## config.mk

```make
export PLATFORM = sky130hd
export DESIGN_NAME = div_op_sequencer_flat
export DESIGN_NICKNAME = d
export VERILOG_FILES = /design/src/rtl/div_op_sequencer_if.sv /design/src/rtl/div_op_sequencer.sv /design/src/flat_wrapper.sv
export SDC_FILE = /design/constraint.sdc
export NUM_CORES = 1
export LEC_CHECK = 0
export CORE_UTILIZATION = 47
export CTS_CLUSTER_SIZE = 12
export DETAILED_ROUTE_END_ITERATION = 8
export HOLD_SLACK_MARGIN = 0.15
export PLACE_DENSITY = 0.79
export SLEW_MARGIN = 20
export SYNTH_ARGS = -nofsm -noshare
export SYNTH_HDL_FRONTEND = slang
export SYNTH_SLANG_ARGS = --single-unit
```

## constraint.sdc

```tcl
create_clock -name clk -period 2.4 [get_ports clk]
set_clock_uncertainty 0.05 [all_clocks]
set_input_delay 0.36 -clock clk [delete_from_list [all_inputs] [get_ports clk]]
set_output_delay 0.36 -clock clk [all_outputs]
set_load 0.02 [all_outputs]
```

## src/rtl/div_op_sequencer_if.sv

```systemverilog
// Handshake and data bundle between the divide-op sequencer and its FIFO, divider and sink.
// The slave modport is the sequencer's view; master is the surrounding environment.
interface div_op_sequencer_if #(
  parameter int unsigned DATA_WIDTH = 65
);
  logic                  in_valid_i;
  logic [DATA_WIDTH-1:0] in_data_i;
  logic                  in_ready_o;
  logic                  div_start_o;
  logic [DATA_WIDTH-1:0] div_dvd_o;
  logic [DATA_WIDTH-1:0] div_dvs_o;
  logic                  div_done_i;
  logic [DATA_WIDTH-1:0] div_quot_i;
  logic [DATA_WIDTH-1:0] div_rem_i;
  logic                  out_valid_o;
  logic [DATA_WIDTH-1:0] out_data_o;
  logic                  out_ready_i;
  logic                  err_div0_o;
  logic                  err_tmo_o;
  logic                  busy_o;

  modport slave (
    input  in_valid_i, in_data_i, div_done_i, div_quot_i, div_rem_i, out_ready_i,
    output in_ready_o, div_start_o, div_dvd_o, div_dvs_o, out_valid_o, out_data_o,
           err_div0_o, err_tmo_o, busy_o
  );

  modport master (
    output in_valid_i, in_data_i, div_done_i, div_quot_i, div_rem_i, out_ready_i,
    input  in_ready_o, div_start_o, div_dvd_o, div_dvs_o, out_valid_o, out_data_o,
           err_div0_o, err_tmo_o, busy_o
  );
endinterface

```

## src/rtl/div_op_sequencer.sv

```systemverilog
// Pops dividend/divisor pairs, drives the divider with a watchdog, and streams quotient
// then remainder; divide-by-zero is answered locally without launching the divider.
module div_op_sequencer #(
  parameter int unsigned DATA_WIDTH  = 65,
  parameter int unsigned TIMEOUT_CYC = 128,
  parameter int unsigned CNT_W       = 8
) (
  input logic               clk,
  input logic               rst_n,
  div_op_sequencer_if.slave bus
);

  typedef enum logic [2:0] {
    S_IDLE, S_GET_A, S_GET_B, S_LAUNCH, S_WAIT, S_OUT_Q, S_OUT_R
  } state_e;

  localparam logic [CNT_W-1:0] WDOG_LIMIT = CNT_W'(TIMEOUT_CYC);

  state_e                state_q, state_d;
  logic [DATA_WIDTH-1:0] dvd_q, dvd_d;
  logic [DATA_WIDTH-1:0] dvs_q, dvs_d;
  logic [DATA_WIDTH-1:0] rem_q, rem_d;
  logic [DATA_WIDTH-1:0] out_data_q, out_data_d;
  logic                  out_valid_q, out_valid_d;
  logic                  start_q, start_d;
  logic                  div0_q, div0_d;
  logic                  tmo_q, tmo_d;
  logic                  busy_q, busy_d;
  logic [CNT_W-1:0]      wdog_q, wdog_d;
  logic [CNT_W-1:0]      wdog_inc;

  assign wdog_inc = wdog_q + 1'b1;

  always_comb begin
    state_d     = state_q;
    dvd_d       = dvd_q;
    dvs_d       = dvs_q;
    rem_d       = rem_q;
    out_data_d  = out_data_q;
    out_valid_d = out_valid_q;
    wdog_d      = wdog_q;
    start_d     = 1'b0;
    div0_d      = 1'b0;
    tmo_d       = 1'b0;
    unique case (state_q)
      S_IDLE: begin
        if (bus.in_valid_i) state_d = S_GET_A;
      end
      S_GET_A: begin
        if (bus.in_valid_i) begin
          dvd_d   = bus.in_data_i;
          state_d = S_GET_B;
        end
      end
      S_GET_B: begin
        if (bus.in_valid_i) begin
          dvs_d = bus.in_data_i;
          if (bus.in_data_i == '0) begin
            out_data_d  = '1;
            rem_d       = dvd_q;
            out_valid_d = 1'b1;
            div0_d      = 1'b1;
            state_d     = S_OUT_Q;
          end else begin
            start_d = 1'b1;
            wdog_d  = '0;
            state_d = S_LAUNCH;
          end
        end
      end
      // Watchdog holds the cycle count since the start pulse, so the abort pulse
      // lands exactly TIMEOUT_CYC cycles after div_start_o.
      S_LAUNCH: begin
        wdog_d  = wdog_inc;
        state_d = S_WAIT;
      end
      S_WAIT: begin
        wdog_d = wdog_inc;
        if (bus.div_done_i) begin
          out_data_d  = bus.div_quot_i;
          rem_d       = bus.div_rem_i;
          out_valid_d = 1'b1;
          state_d     = S_OUT_Q;
        end else if (wdog_inc == WDOG_LIMIT) begin
          tmo_d   = 1'b1;
          state_d = S_IDLE;
        end
      end
      S_OUT_Q: begin
        if (bus.out_ready_i) begin
          out_data_d = rem_q;
          state_d    = S_OUT_R;
        end
      end
      S_OUT_R: begin
        if (bus.out_ready_i) begin
          out_valid_d = 1'b0;
          state_d     = S_IDLE;
        end
      end
      default: state_d = S_IDLE;
    endcase
    busy_d = (state_d != S_IDLE);
  end

  always_ff @(posedge clk or negedge rst_n) begin
    if (!rst_n) begin
      state_q     <= S_IDLE;
      dvd_q       <= '0;
      dvs_q       <= '0;
      rem_q       <= '0;
      out_data_q  <= '0;
      out_valid_q <= 1'b0;
      start_q     <= 1'b0;
      div0_q      <= 1'b0;
      tmo_q       <= 1'b0;
      busy_q      <= 1'b0;
      wdog_q      <= '0;
    end else begin
      state_q     <= state_d;
      dvd_q       <= dvd_d;
      dvs_q       <= dvs_d;
      rem_q       <= rem_d;
      out_data_q  <= out_data_d;
      out_valid_q <= out_valid_d;
      start_q     <= start_d;
      div0_q      <= div0_d;
      tmo_q       <= tmo_d;
      busy_q      <= busy_d;
      wdog_q      <= wdog_d;
    end
  end

  assign bus.in_ready_o  = (state_q == S_GET_A) || (state_q == S_GET_B);
  assign bus.div_start_o = start_q;
  assign bus.div_dvd_o   = dvd_q;
  assign bus.div_dvs_o   = dvs_q;
  assign bus.out_valid_o = out_valid_q;
  assign bus.out_data_o  = out_data_q;
  assign bus.err_div0_o  = div0_q;
  assign bus.err_tmo_o   = tmo_q;
  assign bus.busy_o      = busy_q;

endmodule

```

## src/flat_wrapper.sv

```systemverilog
// flat-port wrapper written by rule: the top's interface ports become plain ports
module div_op_sequencer_flat 
#(
  parameter int unsigned DATA_WIDTH  = 65,
  parameter int unsigned TIMEOUT_CYC = 128,
  parameter int unsigned CNT_W       = 8
)
  (clk, rst_n, bus_in_valid_i, bus_in_data_i, bus_div_done_i, bus_div_quot_i, bus_div_rem_i, bus_out_ready_i, bus_in_ready_o, bus_div_start_o, bus_div_dvd_o, bus_div_dvs_o, bus_out_valid_o, bus_out_data_o, bus_err_div0_o, bus_err_tmo_o, bus_busy_o);
  div_op_sequencer_if #(.DATA_WIDTH(DATA_WIDTH)) bus_i ();
  input logic clk;
  input logic rst_n;
  input wire logic [$bits(bus_i.in_valid_i)-1:0] bus_in_valid_i;
  input wire logic [$bits(bus_i.in_data_i)-1:0] bus_in_data_i;
  input wire logic [$bits(bus_i.div_done_i)-1:0] bus_div_done_i;
  input wire logic [$bits(bus_i.div_quot_i)-1:0] bus_div_quot_i;
  input wire logic [$bits(bus_i.div_rem_i)-1:0] bus_div_rem_i;
  input wire logic [$bits(bus_i.out_ready_i)-1:0] bus_out_ready_i;
  output wire logic [$bits(bus_i.in_ready_o)-1:0] bus_in_ready_o;
  output wire logic [$bits(bus_i.div_start_o)-1:0] bus_div_start_o;
  output wire logic [$bits(bus_i.div_dvd_o)-1:0] bus_div_dvd_o;
  output wire logic [$bits(bus_i.div_dvs_o)-1:0] bus_div_dvs_o;
  output wire logic [$bits(bus_i.out_valid_o)-1:0] bus_out_valid_o;
  output wire logic [$bits(bus_i.out_data_o)-1:0] bus_out_data_o;
  output wire logic [$bits(bus_i.err_div0_o)-1:0] bus_err_div0_o;
  output wire logic [$bits(bus_i.err_tmo_o)-1:0] bus_err_tmo_o;
  output wire logic [$bits(bus_i.busy_o)-1:0] bus_busy_o;
  assign bus_i.in_valid_i = bus_in_valid_i;
  assign bus_i.in_data_i = bus_in_data_i;
  assign bus_i.div_done_i = bus_div_done_i;
  assign bus_i.div_quot_i = bus_div_quot_i;
  assign bus_i.div_rem_i = bus_div_rem_i;
  assign bus_i.out_ready_i = bus_out_ready_i;
  assign bus_in_ready_o = bus_i.in_ready_o;
  assign bus_div_start_o = bus_i.div_start_o;
  assign bus_div_dvd_o = bus_i.div_dvd_o;
  assign bus_div_dvs_o = bus_i.div_dvs_o;
  assign bus_out_valid_o = bus_i.out_valid_o;
  assign bus_out_data_o = bus_i.out_data_o;
  assign bus_err_div0_o = bus_i.err_div0_o;
  assign bus_err_tmo_o = bus_i.err_tmo_o;
  assign bus_busy_o = bus_i.busy_o;
  div_op_sequencer #(.DATA_WIDTH(DATA_WIDTH), .TIMEOUT_CYC(TIMEOUT_CYC), .CNT_W(CNT_W)) u_core (.clk(clk), .rst_n(rst_n), .bus(bus_i));
endmodule
```

==> results of run 1 <==
## worst max path at each step
| stage | start | to | slack [ns] | cells past startpoint |
|---|---|---|---|---|
| floorplan | bus_in_data_i[31] | u_core.rem_q[14]$_DFFE_PN0P_ | 0.41 | 8 |
| global placement | bus_in_data_i[50] | u_core.rem_q[62]$_DFFE_PN0P_ | -0.76 | 9 |
| detailed placement | bus_in_data_i[50] | u_core.rem_q[56]$_DFFE_PN0P_ | -0.76 | 9 |
| CTS | bus_in_data_i[41] | u_core.rem_q[60]$_DFFE_PN0P_ | 0.0008 | 9 |
| global route | bus_in_data_i[17] | u_core.rem_q[63]$_DFFE_PN0P_ | 0.003 | 9 |
| finish | bus_in_data_i[47] | u_core.rem_q[60]$_DFFE_PN0P_ | 0.07 | 9 |
## cells by family after synthesis
kind of cell,count (synthesis),share of synthesized area
AOI/OAI and AO/OA,91,0.0485
xor gates and xnor gates,4,0.00283
adders and majority gates,1,0.00101
buffers and inverters,129,0.0535
DFF,276,0.558
muxes,262,0.247
and+or+nand+nor,263,0.0893
## metal layers
| layer | up-vias | share of wire | global-route usage |
|---|---|---|---|
| met2 | 490 | 0.48 | 0.477 |
| met3 | 110 | 0.090 | 0.0790 |
| li1 | 4453 | - | - |
| met5 | - | 0 | 0 |
| met1 | 4849 | 0.38 | 0.341 |
| met4 | 0 | 0.048 | 0.134 |
## Yosys cell counts (all sizes together)
cell type	number
mux2	197
and2	1
or4	1
o21ai	4
o211ai	1
nor4	15
o2bb2ai	1
nand2	205
nor2	11
a21o	1
ha	1
a21oi	6
nor3b	2
nor3	3
o311ai	1
dfrtp	276
nand4	5
nor2b	7
a22oi	1
a31oi	1
o22ai	66
nand3	5
a22o	4
o22a	1
a221oi	2
clkbuf	21
a211o	2
xnor2	4
and3	2
inv	69
nand2b	4
mux2i	65
buf	39
or3	2
## report_power, final
group,switching (uW),internal (uW)
Sequential,1430,6760
Clock,1860,2640
Combinational,6150,6280
Total,9440,15700
## registers in the layout, summed over array words and instances, names as in the netlist
| register | flops |
|---|---|
| u_core.bus.div_dvd_o | 65 |
| u_core.bus.div_dvs_o | 65 |
| u_core.bus.out_data_o | 65 |
| u_core.rem_q | 65 |
| u_core.wdog_q | 8 |
| u_core.state_q | 3 |
| u_core.bus.busy_o | 1 |
| u_core.bus.div_start_o | 1 |
| u_core.bus.err_div0_o | 1 |
| u_core.bus.err_tmo_o | 1 |
| u_core.bus.out_valid_o | 1 |
## per-stage QoR
step / cell area (um2) / setup WS, ns
after detailed placement: 17300 / -0.757
after floorplan: 12400 / 0.409
final: 18300 / 0.0667
after global placement: 17300 / -0.761
after CTS: 18300 / 0.000823
after global routing: 18300 / 0.00290
## area by class of cell
class / count / area (um2) / area share
Sequential cell: 276 / 6910 / 0.377
Timing Repair Buffer: 487 / 4850 / 0.265
Multi-Input combinational cell: 621 / 4930 / 0.269
Clock buffer: 46 / 892 / 0.0487
Tap cell: 335 / 419 / 0.0229
Clock inverter: 7 / 63.8 / 0.00348
Inverter: 69 / 259 / 0.0141
Antenna cell: 2 / 5.00 / 0.000273
## repair_timing
action,CTS,global route
gates resized for setup,7,8
hold buffers,1,0
endpoints found under the hold margin,183,0
setup buffers,0,0
pin swaps,0,2
endpoints found under the setup margin,131,95
==> results.env, run 1 <==
WORST_HOLD_PATH.NUM_CELLS=2
CRITICAL_PATH.MAX_STAGE_DELAY_NS=0.46
FINISH.NET_COUNT=1687
CLOCK_TREE_BUF_DEPTH=3
GLOBALPLACE.CONGESTION=0.867
POST_LAYOUT_NONFILLER_INSTANCES=1843
CLOCK-ROOT-BUFFER='sky130_fd_sc_hd__clkbuf_16'
POWER_PER_CELL_AREA_mW_PER_MM2=1370
CRIT_START_CATEGORY='primary input'
WORSTSETUPENDPOINTTYPE='flip-flop'
GRT_RESOURCE_USAGE_TOTAL=0.286
POSTLAYOUTCOREUTIL=0.707
CRIT-REG2REG-LAUNCH='u_core.state_q[2]$_DFF_PN0_'
POST-SYNTH-TOP-AREA-CELL='sky130_fd_sc_hd__dfrtp_1'
TIMING.CRITICAL_PATH.MAX_DELAY_FAMILY='simple AND/OR/NAND/NOR gates'
VIAS=9902
CTS.REPORTEDPATHS.CLKPINSLEW_NS=0.06
OVERFLOW=0
DP.FINAL_HPWL_UM=28000
POST_DRT_WL_PER_CELL_UM=21.2
DIE_AREA_MM2=0.0270
NUMBER_OF_GLOBAL_ROUTE_VIAS_BEFORE_REPAIR=10400
EFFECTIVE_UTILIZATION_AT_FLOORPLAN=0.478
COUNT_OF_TRITONROUTE_ITERATIONS_IN_THE_FIRST_ROUTING_PASS=5
WORST-ENDPOINT-REQUIRED_NS=2.78
SETUP_VIOL=0
FIN_WORST_HOLD_SLACK_NS=0.258
DIE_W_UM=164
PIN_COUNT_OF_THE_BIGGEST_NET_ENTERING_GLOBAL_ROUTING=63
WORST_SLEW_MARGIN_REL=0.666
REPORT.FINAL.SLEW_VIOL_COUNT=0
FIN_CRIT_SH=0.972
FIN_CRIT_NS=2.33
GRT_ANTENNA_BEFORE_REPAIR=1
POWER.STATIC_LEAKAGE_uW=0.00832
SYNTH.CELL_AREA_MM2=0.0124
ANTENNA_VIOLATING_NETS_POST_ROUTE=0
DRV.MAX_CAP_VIOLATION_COUNT=0
DRIVE_ABOVE_1_SHARE=0.230
REG2REG_SETUP_SLACK_NS=0.25
SYN_NETS=1227
SYNTH.LIB_CELLS_USED.DISTINCT=42
AREA_DELTA_SYNTH_FINAL_PCT=48.1
YOSYS_SYNTHESIS_WARNING_COUNT=0
MOST_COMMON_CELL_TYPE_ON_THE_CRITICAL_PATH='sky130_fd_sc_hd__buf_4'
FILL_CELLS=1860
MAX_SLEW.WORST_PIN.SLEW_NS=0.501
GRT_FIRST_PASS_WIRELENGTH_UM=58300
CRITPATHKIND='primary input to flip-flop'
SYN_AREA_CELL_UM2=12.1
CTS_TREE='built'
NUMCTSBUFFERS=31
VIAS_PER_CELL=5.37
NUM_IO_PINS=401
FP-ROW-COUNT=59
MAXCLOCKFREQUENCY_MHz=429
CRITICAL_PATH.CELL_CHAIN='clkdlybuf4s50_1 -> nor4_4 -> buf_4 -> nand4_1 -> nor3_2 -> and2_4 -> a22o_4 -> buf_4 -> mux2_4'
CTS.HTREE.LEVELS=1
R2R.WORST_PATH.CELLS=7
R2R_END='u_core.bus.out_data_o[19]$_DFFE_PN0P_'
DRC=0
PLACED_CELLS_INCL_TAPS=1787
SUM_OF_ROUTED_WIRE_LENGTH_OVER_ALL_LAYERS_UM=39000
WORSTPATHBUFFERINVERTERCOUNT=3
HP-START='bus_in_data_i[40]'
IO_BUFFERS=400
YOSYSTOPAREACELLSHARE=0.558
VIOLATION_COUNT_AFTER_THE_FIRST_DETAILED_ROUTING_ITERATION=657
MOSTFREQUENTLAYOUTCELLS='sky130_fd_sc_hd__clkdlybuf4s50_1 (397), sky130_fd_sc_hd__dfrtp_1 (275), sky130_fd_sc_hd__nand2_1 (204)'
SYNTH-SEQ-CELLS=276
HOLDCRITPATHCLASS='primary input to flip-flop'
TRITONCTS_NUM_SINKS=276
SYNTHTOPCELLSBYAREA='sky130_fd_sc_hd__dfrtp_1 (56%), sky130_fd_sc_hd__mux2_2 (13%), sky130_fd_sc_hd__nand2_1 (6.2%)'
OUTCOME='finished clean'
POST_SYNTH_INST_COUNT=1026
WORSTPATHARRIVAL_NS=2.71
WORSTSKEWPAIRLATENCY_NS=0.56
COREAREA_MM2=0.0259
RSZ0062_AT_GRT='false'
MAX_VDD_DROP_mV=0.902
DIE_H_UM=164
SETUP_TOTAL_NEGATIVE_SLACK_NS=0
HOLD_VIOL_FINAL=0
HOLD-PATH-ENDPOINT='u_core.bus.div_dvs_o[40]$_DFFE_PN0P_'
TOTALPOWERFINAL_uW=25100
CELL_TYPE_OF_THE_SLOWEST_STAGE_ON_THE_WORST_TIMING_PATH='sky130_fd_sc_hd__clkdlybuf4s50_1'
SYNTH_SEQ_AREA_SHARE=0.558
LAYOUT_COMMONEST_CELL='sky130_fd_sc_hd__clkdlybuf4s50_1'
CRITPATHMAXFANOUT=8
Note: power is estimated with default switching activity, not from simulation.
==> run 2, diff against run 1 <==
--- a/config.mk
+++ b/config.mk
@@ -10,6 +10,7 @@
 export DETAILED_ROUTE_END_ITERATION = 8
 export HOLD_SLACK_MARGIN = 0.15
 export PLACE_DENSITY = 0.79
+export SKIP_CTS_REPAIR_TIMING = 1
 export SLEW_MARGIN = 20
 export SYNTH_ARGS = -nofsm -noshare
 export SYNTH_HDL_FRONTEND = slang
==> run 2 against run 1 <==
Worst hold slack gained 0.016 ns. Critical endpoint unchanged. Largest power group unchanged. Die area is the same. Critical path depth stayed put. Power hardly changed. Clock-buffer cell count is the same. Fmax decreased by 0.19%.
==> results.env, run 2 (synthesis gave the netlist of run 1 again) <==
MAXCLOCKFREQUENCY_MHz=428  # was 429 MHz
LAYOUT_COMMONEST_CELL='sky130_fd_sc_hd__clkdlybuf4s50_1'  # unchanged
CRIT_START_CATEGORY='primary input'  # unchanged
FIN_CRIT_SH=0.974  # was 0.972
SETUP_TOTAL_NEGATIVE_SLACK_NS=0  # unchanged
MOSTFREQUENTLAYOUTCELLS='sky130_fd_sc_hd__clkdlybuf4s50_1 (398), sky130_fd_sc_hd__dfrtp_1 (275), sky130_fd_sc_hd__nand2_1 (204)'  # was sky130_fd_sc_hd__clkdlybuf4s50_1 (397), sky130_fd_sc_hd__dfrtp_1 (275), sky130_fd_sc_hd__nand2_1 (204)
CRITPATHKIND='primary input to flip-flop'  # unchanged
NUMCTSBUFFERS=31  # unchanged
DRV.MAX_CAP_VIOLATION_COUNT=0  # unchanged
FP-ROW-COUNT=59  # unchanged
CLOCK_TREE_BUF_DEPTH=3  # unchanged
AREA_DELTA_SYNTH_FINAL_PCT=48.1  # about the same
VIOLATION_COUNT_AFTER_THE_FIRST_DETAILED_ROUTING_ITERATION=599  # was 657
WORSTSKEWPAIRLATENCY_NS=0.55  # was 0.56 ns
EFFECTIVE_UTILIZATION_AT_FLOORPLAN=0.478  # unchanged
GRT_ANTENNA_BEFORE_REPAIR=1  # unchanged
ANTENNA_VIOLATING_NETS_POST_ROUTE=0  # unchanged
POSTLAYOUTCOREUTIL=0.707  # about the same
NUM_IO_PINS=401  # unchanged
P_INT_uW=15700  # about the same
CLOCK-ROOT-BUFFER='sky130_fd_sc_hd__clkbuf_16'  # unchanged
WORSTPATHBUFFERINVERTERCOUNT=3  # unchanged
DIE_W_UM=164  # unchanged
CELL_TYPE_OF_THE_SLOWEST_STAGE_ON_THE_WORST_TIMING_PATH='sky130_fd_sc_hd__clkdlybuf4s50_1'  # unchanged
DIE_H_UM=164  # unchanged
COREAREA_MM2=0.0259  # unchanged
SUM_OF_ROUTED_WIRE_LENGTH_OVER_ALL_LAYERS_UM=38900  # was 39000 um
HOLDCRITPATHCLASS='primary input to async pin'  # was primary input to flip-flop
GLOBALPLACE.CONGESTION=0.867  # unchanged
HOLD_VIOL_FINAL=0  # unchanged
POWER.NET_SWITCHING_uW=9440  # about the same
TIMING.CRITICAL_PATH.MAX_DELAY_FAMILY='buffers and inverters'  # was simple AND/OR/NAND/NOR gates
P_SEQ_FRAC=0.326  # about the same
POWER.SHARE.CLOCK=0.179  # about the same
POWER_PER_CELL_AREA_mW_PER_MM2=1370  # about the same
TOTALPOWERFINAL_uW=25100  # about the same
CRITPATHMAXFANOUT=8  # unchanged
PIN_COUNT_OF_THE_BIGGEST_NET_ENTERING_GLOBAL_ROUTING=63  # unchanged
SETUP_VIOL=0  # unchanged
POWER.STATIC_LEAKAGE_uW=0.00832  # about the same
DRC=0  # unchanged
REPORT.FINAL.SLEW_VIOL_COUNT=0  # unchanged
IO_BUFFERS=400  # unchanged
FIN_WORST_HOLD_SLACK_NS=0.275  # was 0.258 ns
RSZ0062_AT_GRT='true'  # was false
FIN_CRIT_NS=2.34  # was 2.33 ns
GRT_FIRST_PASS_WIRELENGTH_UM=58200  # was 58300 um
DP.FINAL_HPWL_UM=28000  # unchanged
VIAS=9840  # was 9902
WORST_SLEW_MARGIN_REL=0.669  # was 0.666
DRIVE_ABOVE_1_SHARE=0.230  # unchanged
DIE_AREA_MM2=0.0270  # unchanged
OUTCOME='finished clean'  # unchanged
MAX_SLEW.WORST_PIN.SLEW_NS=0.497  # was 0.501 ns
FILL_CELLS=1860  # unchanged
CTS_TREE='built'  # unchanged
CTS.REPORTEDPATHS.CLKPINSLEW_NS=0.06  # about the same
POST_DRT_WL_PER_CELL_UM=21.1  # was 21.2 um
TRITONCTS_NUM_SINKS=276  # unchanged
NETSWITCHINGFRACTION=0.375  # was 0.376
COUNT_OF_TRITONROUTE_ITERATIONS_IN_THE_FIRST_ROUTING_PASS=5  # unchanged
CTS.HTREE.LEVELS=1  # unchanged
FINISH.NET_COUNT=1687  # unchanged
WORSTSETUPENDPOINTTYPE='flip-flop'  # unchanged
NUMBER_OF_GLOBAL_ROUTE_VIAS_BEFORE_REPAIR=10400  # about the same
MAX_VDD_DROP_mV=0.902  # about the same
OVERFLOW=0  # unchanged
AREA.SEQUENTIAL_MM2=0.00691  # unchanged
CRITICAL_PATH.CELL_CHAIN='clkdlybuf4s50_1 -> nor4_4 -> buf_4 -> nand4_1 -> nor2_1 -> and2_4 -> a22o_4 -> buf_4 -> mux2_4'  # was clkdlybuf4s50_1 -> nor4_4 -> buf_4 -> nand4_1 -> nor3_2 -> and2_4 -> a22o_4 -> buf_4 -> mux2_4
MOST_COMMON_CELL_TYPE_ON_THE_CRITICAL_PATH='sky130_fd_sc_hd__buf_4'  # unchanged
CRITICAL_PATH.MAX_STAGE_DELAY_NS=0.56  # was 0.46 ns
MULTIINPUTGATEAREA_MM2=0.00493  # unchanged
GRT_RESOURCE_USAGE_TOTAL=0.285  # was 0.286
WORST-ENDPOINT-REQUIRED_NS=2.78  # about the same
VIAS_PER_CELL=5.34  # was 5.37
COMB_POWER_SHARE=0.495  # about the same
WORSTPATHARRIVAL_NS=2.71  # about the same
==> run 2: cell count changes in the layout (fill, tap and decap cells not counted) <==
cell                              previous run  this run
sky130_fd_sc_hd__clkdlybuf4s50_1           397       398
sky130_fd_sc_hd__dlygate4sd2_1               1         0
==> run 2: stage by stage <==
| stage | std cells | setup slack, ns | area [um2] |
|---|---|---|---|
| after floorplan | 1026 | 0.409 | 12400 |
| after global placement | 1787 | -0.761 | 17300 |
| after detailed placement | 1787 | -0.757 | 17300 |
| after CTS | 1840 | -0.194 | 18200 |
| after global routing | 1842 | -0.0554 | 18300 |
| final | 1843 | 0.0623 | 18300 |
==> run 2: power groups by stage <==
stage | clock network (uW) | logic (uW) | registers [uW]
6_report | 4500 | 12400 | 8190
5_1_grt | 4760 | 13200 | 8430
4_1_cts | 4590 | 12500 | 8180
3_5_place_dp | 0 | 12400 | 8230
3_3_place_gp | 0 | 12100 | 8120
2_1_floorplan | 0 | 5510 | 9690
==> run 2: layout make-up <==
cell class,count,area share
antenna,2,0.000273
clock inverter,7,0.00348
sequential,276,0.377
timing repair buffer,487,0.265
clock buffer,46,0.0487
tap,335,0.0229
inverter,69,0.0141
multi-input combinational,621,0.269
==> run 2: worst paths after layout <==
kind,startpoint,end,slack (ns),depth (start not counted)
hold / removal,rst_n,u_core.bus.div_dvs_o[23]$_DFFE_PN0P_,0.27,2
setup reg to reg,u_core.state_q[2]$_DFF_PN0_,u_core.bus.out_data_o[15]$_DFFE_PN0P_,0.25,7
setup / recovery,bus_in_data_i[38],u_core.rem_q[60]$_DFFE_PN0P_,0.06,9
min in group clk,bus_in_data_i[21],u_core.bus.div_dvd_o[21]$_DFFE_PN0P_,0.44,2
max in group asynchronous,rst_n,u_core.bus.out_data_o[60]$_DFFE_PN0P_,1.30,3
hold reg to reg,u_core.bus.div_dvs_o[64]$_DFFE_PN0P_,u_core.bus.div_dvs_o[64]$_DFFE_PN0P_,0.45,1
==> run 2: layer usage <==
metal  track usage  routed length, um  vias to the layer above
met5             0                  0                        -
met4         0.134               1930                        0
met3        0.0795               3470                      111
met2         0.476              18600                      475
met1         0.341              14900                     4799
li1              -                  -                     4455
==> run 3, diff against run 2 <==
--- a/config.mk
+++ b/config.mk
@@ -5,6 +5,7 @@
 export SDC_FILE = /design/constraint.sdc
 export NUM_CORES = 1
 export LEC_CHECK = 0
+export CORE_MARGIN = 4
 export CORE_UTILIZATION = 47
 export CTS_CLUSTER_SIZE = 12
 export DETAILED_ROUTE_END_ITERATION = 8
==> run 3 against run 2 <==
Global-route usage is 2.0 points lower. Critical endpoint is now u_core.rem_q[10]$_DFFE_PN0P_. Clock power is 3% lower. Largest cell class unchanged. Clock-buffer cell count decreased by 2.
==> results.env, run 3 (synthesis gave the netlist of run 1 again) <==
CTS.REPORTEDPATHS.CLKPINSLEW_NS=0.06  # about the same
DIE_AREA_MM2=0.0290  # was 0.0270 mm2
CLOCK-ROOT-BUFFER='sky130_fd_sc_hd__clkbuf_16'  # unchanged
CRITICAL_PATH.CELL_CHAIN='clkdlybuf4s50_1 -> nor4_4 -> buf_4 -> nand4_1 -> nor2_1 -> and2_4 -> a22o_4 -> buf_12 -> clkbuf_16 -> mux2_2'  # was clkdlybuf4s50_1 -> nor4_4 -> buf_4 -> nand4_1 -> nor2_1 -> and2_4 -> a22o_4 -> buf_4 -> mux2_4
OVERFLOW=0  # unchanged
CRITICAL_PATH.MAX_STAGE_DELAY_NS=0.54  # was 0.56 ns
NUM_IO_PINS=401  # unchanged
NUMCTSBUFFERS=30  # was 31
CTS.HTREE.LEVELS=1  # unchanged
GRT_FIRST_PASS_WIRELENGTH_UM=60500  # was 58200 um
CRITPATHMAXFANOUT=6  # was 8
ROUTED_LENGTH_ON_MET3_UM=3430  # was 3470 um
POSTLAYOUTCOREUTIL=0.712  # was 0.707
PLACED_CELLS_INCL_TAPS=1789  # was 1787
DRIVE_ABOVE_1_SHARE=0.236  # was 0.230
POWER_PER_CELL_AREA_mW_PER_MM2=1360  # was 1370 mW/mm2
WORSTSETUPENDPOINTTYPE='flip-flop'  # unchanged
FINALINSTANCEAREA_MM2=0.0185  # was 0.0183 mm2
POST_LAYOUT_NONFILLER_INSTANCES=1853  # was 1843
MAXCLOCKFREQUENCY_MHz=430  # was 428 MHz
OUTCOME='finished clean'  # unchanged
DIE_W_UM=170  # was 164 um
GRT_ANTENNA_BEFORE_REPAIR=0  # was 1
SUM_OF_ROUTED_WIRE_LENGTH_OVER_ALL_LAYERS_UM=40300  # was 38900 um
AREA_DELTA_SYNTH_FINAL_PCT=49.5  # was 48.1%
CELL_TYPE_OF_THE_SLOWEST_STAGE_ON_THE_WORST_TIMING_PATH='sky130_fd_sc_hd__clkdlybuf4s50_1'  # unchanged
GLOBALPLACE.CONGESTION=0.863  # was 0.867
VIOLATION_COUNT_AFTER_THE_FIRST_DETAILED_ROUTING_ITERATION=566  # was 599
DETAILROUTE.WIRELENGTH.MET2_UM=19700  # was 18600 um
POWER.STATIC_LEAKAGE_uW=0.00847  # was 0.00832 uW
FIN_CRIT_SH=0.968  # was 0.974
HOLD_VIOL_FINAL=0  # unchanged
NUMBER_OF_GLOBAL_ROUTE_VIAS_BEFORE_REPAIR=10700  # was 10400
CRITPATHKIND='primary input to flip-flop'  # unchanged
TRITONCTS_NUM_SINKS=276  # unchanged
FIN_CRIT_NS=2.32  # was 2.34 ns
WORSTSKEWPAIRLATENCY_NS=0.54  # was 0.55 ns
EFFECTIVE_UTILIZATION_AT_FLOORPLAN=0.476  # was 0.478
GRT_RESOURCE_USAGE_TOTAL=0.266  # was 0.285
MAX_VDD_DROP_mV=0.852  # was 0.902 mV
HOLDCRITPATHCLASS='primary input to flip-flop'  # was primary input to async pin
POST_DRT_WL_PER_CELL_UM=21.7  # was 21.1 um
VIAS_PER_CELL=5.33  # was 5.34
WORSTPATHARRIVAL_NS=2.70  # was 2.71 ns
REPORT.FINAL.SLEW_VIOL_COUNT=0  # unchanged
FILL_CELLS=1795  # was 1860
IO_BUFFERS=400  # unchanged
FP-ROW-COUNT=59  # unchanged
MAX_SLEW.WORST_PIN.SLEW_NS=0.429  # was 0.497 ns
ROUTE.LAYER.MET1.WL_UM=15700  # was 14900 um
DP.FINAL_HPWL_UM=29200  # was 28000 um
WORST-ENDPOINT-REQUIRED_NS=2.78  # about the same
SETUP_VIOL=0  # unchanged
VIAS=9873  # was 9840
COREAREA_MM2=0.0260  # was 0.0259 mm2
CTS_TREE='built'  # unchanged
ANTENNA_VIOLATING_NETS_POST_ROUTE=0  # unchanged
HIGHEST_LAYER='met4'  # unchanged
MOSTFREQUENTLAYOUTCELLS='sky130_fd_sc_hd__clkdlybuf4s50_1 (390), sky130_fd_sc_hd__dfrtp_1 (275), sky130_fd_sc_hd__nand2_1 (204)'  # was sky130_fd_sc_hd__clkdlybuf4s50_1 (398), sky130_fd_sc_hd__dfrtp_1 (275), sky130_fd_sc_hd__nand2_1 (204)
TIMING.CRITICAL_PATH.MAX_DELAY_FAMILY='buffers and inverters'  # unchanged
DIE_H_UM=170  # was 164 um
DRV.MAX_CAP_VIOLATION_COUNT=0  # unchanged
WORSTPATHBUFFERINVERTERCOUNT=4  # was 3
DRC=0  # unchanged
POSTPLACECELLAREA_MM2=0.0173  # about the same
RSZ0062_AT_GRT='true'  # unchanged
ANTENNA_CELLS_INSERTED=0  # was 2
CLOCK_TREE_BUF_DEPTH=3  # unchanged
WORST_SLEW_MARGIN_REL=0.714  # was 0.669
PIN_COUNT_OF_THE_BIGGEST_NET_ENTERING_GLOBAL_ROUTING=74  # was 63
FINISH.NET_COUNT=1698  # was 1687
LAYOUT_COMMONEST_CELL='sky130_fd_sc_hd__clkdlybuf4s50_1'  # unchanged
CRIT_START_CATEGORY='primary input'  # unchanged
COUNT_OF_TRITONROUTE_ITERATIONS_IN_THE_FIRST_ROUTING_PASS=5  # unchanged
==> run 3: area by class of cell <==
| cell class | instances | area, um2 | share of cell area |
|---|---|---|---|
| Clock inverter | 9 | 47.5 | 0.00257 |
| Timing Repair Buffer | 499 | 5060 | 0.273 |
| Inverter | 69 | 259 | 0.0140 |
| Sequential cell | 276 | 6910 | 0.373 |
| Clock buffer | 44 | 885 | 0.0478 |
| Tap cell | 335 | 419 | 0.0226 |
| Multi-Input combinational cell | 621 | 4930 | 0.266 |
==> run 3: power breakdown <==
part	switching [uW]	internal, uW
registers	1410	6760
logic	6220	6410
clock network	1840	2530
==> run 3: path summary, 6_finish.rpt <==
| check | slack [ns] | startpoint | to | cells past startpoint |
|---|---|---|---|---|
| max in group asynchronous | 1.25 | rst_n | u_core.bus.div_dvs_o[41]$_DFFE_PN0P_ | 3 |
| worst min register to register | 0.45 | u_core.bus.div_dvs_o[51]$_DFFE_PN0P_ | u_core.bus.div_dvs_o[51]$_DFFE_PN0P_ | 1 |
| worst min-delay path | 0.17 | bus_in_data_i[50] | u_core.bus.div_dvs_o[50]$_DFFE_PN0P_ | 2 |
| worst max-delay path | 0.08 | bus_in_data_i[52] | u_core.rem_q[10]$_DFFE_PN0P_ | 10 |
| min in group asynchronous | 0.28 | rst_n | u_core.bus.div_dvs_o[11]$_DFFE_PN0P_ | 2 |
| worst max register to register | 0.28 | u_core.state_q[2]$_DFF_PN0_ | u_core.bus.out_data_o[23]$_DFFE_PN0P_ | 8 |
==> run 3: stage by stage <==
step / worst slack, ns / setup TNS (ns) / total power (uW) / hold WS, ns
CTS: -0.242 / -21.47 / 25200 / -0.325
global route: -0.0572 / -2.56 / 26600 / 0.179
global placement: -0.755 / -94.79 / 20300 / 0.250
floorplan: 0.409 / 0 / 15200 / 0.0144
finish: 0.0767 / 0 / 25200 / 0.170
detailed placement: -0.817 / -101.79 / 20700 / 0.250
==> run 3: per-layer routing <==
metal / GRT usage / up-vias
met3: 0.0729 / 93
met2: 0.451 / 426
met5: 0 / -
li1: - / 4478
met1: 0.326 / 4876
met4: 0.0976 / 0
